===== src/rtl/jk_excitation_driver.sv =====
// Drives a negative-edge JK flop to a requested Q using the excitation table, with an internally generated slow flop clock.
// Latency: accept-to-done is at most 3*TICK_DIV+SETTLE_CYC+2 cycles; J/K/jk_clk/done/err are registered.
// Backpressure: req_ready is high only in IDLE (and never on the cycle jk_clk is about to fall); requests while busy are dropped.
module jk_excitation_driver #(
  parameter int unsigned TICK_DIV   = 25_000_000,
  parameter int unsigned SETTLE_CYC = 2,
  parameter logic        DC_FILL    = 1'b0,
  parameter int unsigned ERR_W      = 8
) (
  input  logic             clk_50MHz,
  input  logic             nReset,
  input  logic             req_valid,
  input  logic             req_q,
  output logic             req_ready,
  output logic             jk_clk,
  output logic             J,
  output logic             K,
  input  logic             q_fb,
  output logic             busy,
  output logic             done,
  output logic             err,
  output logic [ERR_W-1:0] err_count
);

  localparam int unsigned CNT_W = $clog2(TICK_DIV);
  localparam int unsigned SET_W = $clog2(SETTLE_CYC + 1);

  localparam logic [CNT_W-1:0] CNT_LAST    = CNT_W'(TICK_DIV - 1);
  localparam logic [SET_W-1:0] SETTLE_LOAD = SET_W'(SETTLE_CYC);

  localparam logic [1:0] ST_IDLE   = 2'd0;
  localparam logic [1:0] ST_ARM    = 2'd1;
  localparam logic [1:0] ST_FIRE   = 2'd2;
  localparam logic [1:0] ST_SETTLE = 2'd3;

  logic [CNT_W-1:0] cnt_q, cnt_d;
  logic             jk_clk_q, jk_clk_d;
  logic [1:0]       state_q, state_d;
  logic             tgt_q, tgt_d;
  logic             j_q, j_d;
  logic             k_q, k_d;
  logic [SET_W-1:0] settle_q, settle_d;
  logic             done_q, done_d;
  logic             err_q, err_d;
  logic [ERR_W-1:0] err_count_q, err_count_d;

  logic wrap;
  logic rise_evt;
  logic fall_evt;

  // Excitation table: {J,K} that moves the flop from cur to tgt.
  function automatic logic [1:0] excite(input logic cur, input logic tgt);
    logic [1:0] jk;
    case ({cur, tgt})
      2'b00:   jk = {1'b0, DC_FILL};
      2'b01:   jk = {1'b1, DC_FILL};
      2'b10:   jk = {DC_FILL, 1'b1};
      default: jk = {DC_FILL, 1'b0};
    endcase
    return jk;
  endfunction

  assign wrap     = (cnt_q == CNT_LAST);
  assign rise_evt = wrap & ~jk_clk_q;
  assign fall_evt = wrap & jk_clk_q;

  // Accepting on a fall_evt cycle would move J/K on the very edge the flop samples, so hold off that one cycle.
  assign busy      = (state_q != ST_IDLE);
  assign req_ready = nReset & (state_q == ST_IDLE) & ~fall_evt;

  assign jk_clk    = jk_clk_q;
  assign J         = j_q;
  assign K         = k_q;
  assign done      = done_q;
  assign err       = err_q;
  assign err_count = err_count_q;

  // Free-running divider: jk_clk toggles every TICK_DIV cycles, regardless of the FSM.
  always_comb begin
    cnt_d    = wrap ? '0 : cnt_q + CNT_W'(1);
    jk_clk_d = jk_clk_q ^ wrap;
  end

  // Request FSM: capture target, hold J/K across one full rise->fall of jk_clk, then check Q after settling.
  always_comb begin
    state_d     = state_q;
    tgt_d       = tgt_q;
    j_d         = j_q;
    k_d         = k_q;
    settle_d    = settle_q;
    done_d      = 1'b0;
    err_d       = 1'b0;
    err_count_d = err_count_q;
    case (state_q)
      ST_IDLE: begin
        j_d = 1'b0;
        k_d = 1'b0;
        if (req_valid && req_ready) begin
          tgt_d      = req_q;
          {j_d, k_d} = excite(q_fb, req_q);
          state_d    = ST_ARM;
        end
      end
      ST_ARM: begin
        // Waiting for a rise after the accept cycle keeps J/K stable for a whole high phase before the fall.
        if (rise_evt) begin
          state_d = ST_FIRE;
        end
      end
      ST_FIRE: begin
        if (fall_evt) begin
          settle_d = SETTLE_LOAD;
          state_d  = ST_SETTLE;
        end
      end
      ST_SETTLE: begin
        settle_d = settle_q - SET_W'(1);
        if (settle_q == SET_W'(1)) begin
          done_d  = 1'b1;
          err_d   = q_fb ^ tgt_q;
          if (err_d && (err_count_q != '1)) begin
            err_count_d = err_count_q + ERR_W'(1);
          end
          j_d     = 1'b0;
          k_d     = 1'b0;
          state_d = ST_IDLE;
        end
      end
      default: begin
        state_d = ST_IDLE;
      end
    endcase
  end

  // State registers with synchronous active-low reset; reset aborts any operation without a done pulse.
  always_ff @(posedge clk_50MHz) begin
    if (!nReset) begin
      cnt_q       <= '0;
      jk_clk_q    <= 1'b0;
      state_q     <= ST_IDLE;
      tgt_q       <= 1'b0;
      j_q         <= 1'b0;
      k_q         <= 1'b0;
      settle_q    <= '0;
      done_q      <= 1'b0;
      err_q       <= 1'b0;
      err_count_q <= '0;
    end else begin
      cnt_q       <= cnt_d;
      jk_clk_q    <= jk_clk_d;
      state_q     <= state_d;
      tgt_q       <= tgt_d;
      j_q         <= j_d;
      k_q         <= k_d;
      settle_q    <= settle_d;
      done_q      <= done_d;
      err_q       <= err_d;
      err_count_q <= err_count_d;
    end
  end

endmodule


===== config.mk =====
export PLATFORM = sky130hd
export DESIGN_NAME = jk_excitation_driver
export DESIGN_NICKNAME = d
export VERILOG_FILES = /design/src/rtl/jk_excitation_driver.sv
export SDC_FILE = /design/constraint.sdc
export NUM_CORES = 1
export LEC_CHECK = 0
export CORE_UTILIZATION = 30
export CTS_BUF_LIST = sky130_fd_sc_hd__clkbuf_8
export CTS_CLUSTER_DIAMETER = 60
export DETAILED_ROUTE_END_ITERATION = 10
export GPL_TIMING_DRIVEN = 0
export PLACE_DENSITY = 0.53
export SYNTH_ARGS = -nofsm -noshare
export SYNTH_HDL_FRONTEND = slang
export SYNTH_SLANG_ARGS = --single-unit
export TNS_END_PERCENT = 5

===== constraint.sdc =====
create_clock -name clk_50MHz -period 3.4 [get_ports clk_50MHz]
set_input_delay 0.85 -clock clk_50MHz [delete_from_list [all_inputs] [get_ports clk_50MHz]]
set_output_delay 0.85 -clock clk_50MHz [all_outputs]
set_load 0.01 [all_outputs]

======== Word level (Yosys, flattened, before mapping) ========
Cells that the tools add are included.
storage, ports and cells
  bits in registers ....................... 43
  bits of input ports ..................... 5
  output and inout port bits .............. 15
  word-level logic and storage cells ...... 62
operators by class
  add/sub/neg operators ................... 3
  eq/ne operators ......................... 12
  multiplexer cells ....................... 14
  bitwise operators ....................... 9
  reduce and logical (&&, ||, !) cells .... 14
operators by type and width
  kind                   count
  $add 25x1->25 const B  1
  $eq 25x25->1 const B   1
  $mux 2                 5
  $add 8x1->8 const B    1
  $ne 8x8->1 const B     1
  $pmux 2 s2             2
  $pmux 2 s4             1
  $reduce_and 2->1       4
  $eq 2x1->1 const B     3
  $eq 2x2->1 const B     3
  $ne 2x2->1 const B     3
  $reduce_and 3->1       2
  $reduce_bool 2->1      3
  $and 1x1->1            4
  $mux 1                 4
  $pmux 1 s2             2
  $reduce_and 4->1       1
  $not 1->1              3
  $logic_and 1x1->1      2
  $logic_not 2->1        1
  $ne 2x1->1 const B     1
  $reduce_or 2->1        1
  $sub 2x1->2 const B    1
  $xor 1x1->1            2

======== Depth between registers and ports, before layout ========
  word-level depth ........................ 7
  depth in mapped cells ................... 9

======== Least setup slack after synthesis ========
No wires, ideal clock.
  path kind ............................... flip-flop to flip-flop
  from .................................... register cnt_q[0]
  to ...................................... register state_q[1]
  library setup time ...................... 128 ps
  data arrival time ....................... 2472 ps
  data required time ...................... 3272 ps
  path slack .............................. 800 ps
  cell stages (with the launch flop) ...... 10
  path buffers ............................ 0
  period minus slack after synthesis ...... 2600 ps
  cell sequence ........................... dfxtp_1 -> ha_1 -> nand4_2 -> or2_2 -> nor4_1 -> ha_1 -> nor2b_1 -> a2111oi_0 -> mux2i_1 -> nor2_1
on the way
  cells in the longest elaborated chain, start to end .. 7
ends and longest elaborated chain
  what                                 RTL line  source
  start: declaration                   36        logic [CNT_W-1:0] cnt_q, cnt_d;
  start signal: assignment             149       cnt_q <= cnt_d;
  $eq 25x25->1 *                       63        assign wrap = (cnt_q == CNT_LAST);
  $and 1x1->1                          65        assign fall_evt = wrap & jk_clk_q;
  $not 1->1                            69        assign req_ready = nReset & (state_q == ST_IDLE) & ~fall_evt;
  $and 1x1->1                          69
  $logic_and 1x1->1                    98        if (req_valid && req_ready) begin
  $ne 2x1->1 (no source line)          n/a
  $reduce_and 4->1 (no source line) *  n/a
  end signal: assignment               151       state_q <= state_d;
  end: declaration                     38        logic [1:0] state_q, state_d;
Every way passes the cells marked *; elsewhere a longest branch is shown, timed or not.
A chain may end at the register's enable or synchronous reset.

======== Worst setup path in the final report ========
  from .................................... register cnt_q[0]
  to ...................................... output req_ready
on the way
  cells in the longest elaborated chain, start to end .. 4
ends and longest elaborated chain
  what              RTL line  source
  $eq 25x25->1      63
  $and 1x1->1       65
  $not 1->1         69
  $and 1x1->1       69
  end: declaration  14        output logic req_ready,
Every way passes these cells.

==> impl_metrics.json <==
{
  "use_met1": 0.162,
  "clk_pin_slew_ns": 0.08,
  "cts_buffer_depth": 2,
  "ant_nets": 0,
  "setup_ws_ns": 0.377,
  "async_flop_share": 0,
  "cp-end-kind": "output pin",
  "ff2ff_path_depth": 10,
  "vdd_drop_max_uv": 255,
  "busiest_layer": "met2",
  "worst-path-max-fanout": 6,
  "port_buffers": 18,
  "ys_seq_area_frac": 0.404,
  "antenna_cells": 0,
  "synth.distinct_cells": 43,
  "drt-vias-per-instance": 4.84,
  "vias": 1816,
  "synth_nets": 264,
  "slew_headroom": 0.426,
  "synth.largest_area_cell": "dfxtp_1",
  "instances_no_fill": 375,
  "fin_crit_ns": 3.02,
  "rr_startpoint": "cnt_q[0]$_SDFF_PP0_",
  "htreeDepth": 2,
  "hold_end": "K$_SDFFE_PN0P_",
  "powerDensity_nw_per_um2": 402,
  "synth-main-ff-cell": "dfxtp_1",
  "power_mw": 1.04,
  "synth_edf_count": 0,
  "post-route-drc-count": 0,
  "yosys-top-cells-area": "dfxtp_1 (40%), ha_1 (5.9%), nor2_1 (5.6%)",
  "ctsHoldBuffers": 0,
  "met3_usage": 0.0286,
  "drv_cap": 0,
  "dieHeight_um": 86.3,
  "yosysMostFrequentCell": "dfxtp_1",
  "hpwl_um": 3210,
  "nets": 293,
  "syn2layout_area_growth_pct": 21.9,
  "drt-initial-drc-count": 48,
  "initial_core_util": 0.312,
  "r2r_slack_ns": 0.64,
  "hold_ws_ns": 0.459,
  "dpl-instance-area_um2": 2430,
  "die_width_um": 86.3,
  "drtPass1Iterations": 5,
  "finalClockSkew_ns": 0.00616,
  "io_pins": 20,
  "hold_violations": 0,
  "post-route-util": 0.381,
  "rsz0062_at_grt": "no",
  "grt_max_degree": 13,
  "crit_required_ns": 2.55,
  "start_kind": "flip-flop",
  "p_leak_nw": 0.908,
  "use_met2": 0.214,
  "setup_viol": 0,
  "critPathKind": "reg -> out",
  "ys_warn_count": 0,
  "core_area_um2": 6830,
  "fillCellCount": 740,
  "slew_viol_final": 0,
  "grt.total_usage": 0.128,
  "syn_avg_cell_area_um2": 8.56,
  "syn-instance-count": 249,
  "final_area_um2": 2600,
  "hp-start": "K$_SDFFE_PN0P_",
  "timing.rr.end": "state_q[1]$_SDFFE_PN0P_",
  "fin_tns_setup_ns": 0,
  "dpl.cell_count": 363,
  "yosys-top-cells-count": "dfxtp_1 (43), nor2_1 (32), nand2_1 (17)",
  "min_path_cells": 2,
  "grt_pass1_wl_um": 7620,
  "row_count": 30,
  "place.gp.congestion": 0.758,
  "die_area_um2": 7450,
  "grt_pass1_vias": 1676,
  "overflow": 0,
  "clock-sinks": 43,
  "synth.top_cell.area_share": 0.404,
  "ys_ff_latch": 43,
  "hold_path_class": "reg -> reg",
  "place_ws_ns": 0.0329,
  "antenna_found_initial": 0,
  "clk_latency_ns": 0.29,
  "tightest_slew_ns": 0.839,
  "finalCritPeriodShare": 0.889,
  "cts_tree": "built",
  "wl_um": 4540,
  "cts_made_buffers": 5,
  "drive_gt1_frac": 0.104,
  "clockRootBuffer": "clkbuf_8",
  "max_freq_mhz": 331,
  "cp_data_arrival_time_ns": 2.17,
  "synth_area_um2": 2130,
  "status": "complete, no violations",
  "wl_per_cell_um": 12.1
}
-- timing repair --
action,in CTS,in global routing
resized for setup,4,9
endpoints found under the setup margin,1,1
pin swaps,1,3
buffers inserted,1,3
hold endpoints to repair,0,0
-- how the worst max path moves through the flow --
stage | startpoint | to | slack [ns] | cells past startpoint
global route | cnt_q[0]$_SDFF_PP0_ | req_ready | 0.28 | 7
finish | cnt_q[0]$_SDFF_PP0_ | req_ready | 0.38 | 7
CTS | cnt_q[0]$_SDFF_PP0_ | req_ready | 0.01 | 7
global placement | cnt_q[0]$_SDFF_PP0_ | req_ready | 0.003 | 7
detailed placement | cnt_q[0]$_SDFF_PP0_ | req_ready | 0.03 | 7
floorplan | cnt_q[0]$_SDFF_PP0_ | state_q[1]$_SDFFE_PN0P_ | 0.80 | 9
-- cell type report --
cell class | instances | area, um^2 | share of cell area
timing repair buffer | 22 | 213 | 0.0818
clock buffer | 5 | 68.8 | 0.0265
multi-input combinational | 185 | 1230 | 0.472
clock inverter | 3 | 12.5 | 0.00481
inverter | 14 | 52.6 | 0.0202
sequential | 43 | 867 | 0.333
buffer | 7 | 38.8 | 0.0149
tap | 96 | 120 | 0.0462
-- layer usage --
layer	vias to the layer above	wire length, um
li1	943	-
met1	839	2280
met2	27	2080
met3	7	125
met4	0	57
met5	-	0
-- logic make-up after synthesis --
kind of cell | share of synthesized area
simple gates | 0.302
flops | 0.404
compound gates | 0.104
buf+inv | 0.0428
xor+xnor | 0.0739
fa+ha+maj | 0.0587
mux | 0.0147
-- layout by cell type, fill, tap and decap left out, types with 4 or more instances in the layout --
master / instances
nor2_1: 32
ha_1: 8
nor2b_1: 5
xor2_1: 6
nor4_1: 7
inv_1: 15
or3_1: 9
nand4_1: 9
or4_1: 7
clkdlybuf4s50_1: 17
o21ai_0: 6
buf_4: 4
a21oi_1: 11
nand2_1: 17
nand3_1: 11
o31ai_1: 5
xnor2_1: 12
nor3_1: 7
clkbuf_8: 5
dfxtp_1: 40
-- power breakdown --
group / internal (mW) / total, mW / leakage, nW / switching (mW)
Sequential: 0.526 / 0.547 / 0.349 / 0.0213
Clock: 0.138 / 0.310 / 0.0505 / 0.171
Combinational: 0.0905 / 0.188 / 0.509 / 0.0971
-- registers in the layout, summed over array words and instances (netlist names), 2 cells and up --
register / count
cnt_q: 25
err_count: 8
settle_q: 2
state_q: 2
-- worst max-delay path, stage by stage (launching register included) --
cell,delay [ns]
dfxtp_4,0.38
ha_4,0.17
nand4_4,0.12
or2_4,0.30
nor4_4,0.31
ha_2,0.23
and3b_1,0.20
dlymetal6s2s_1,0.18
(Power assumes the default switching activity.)
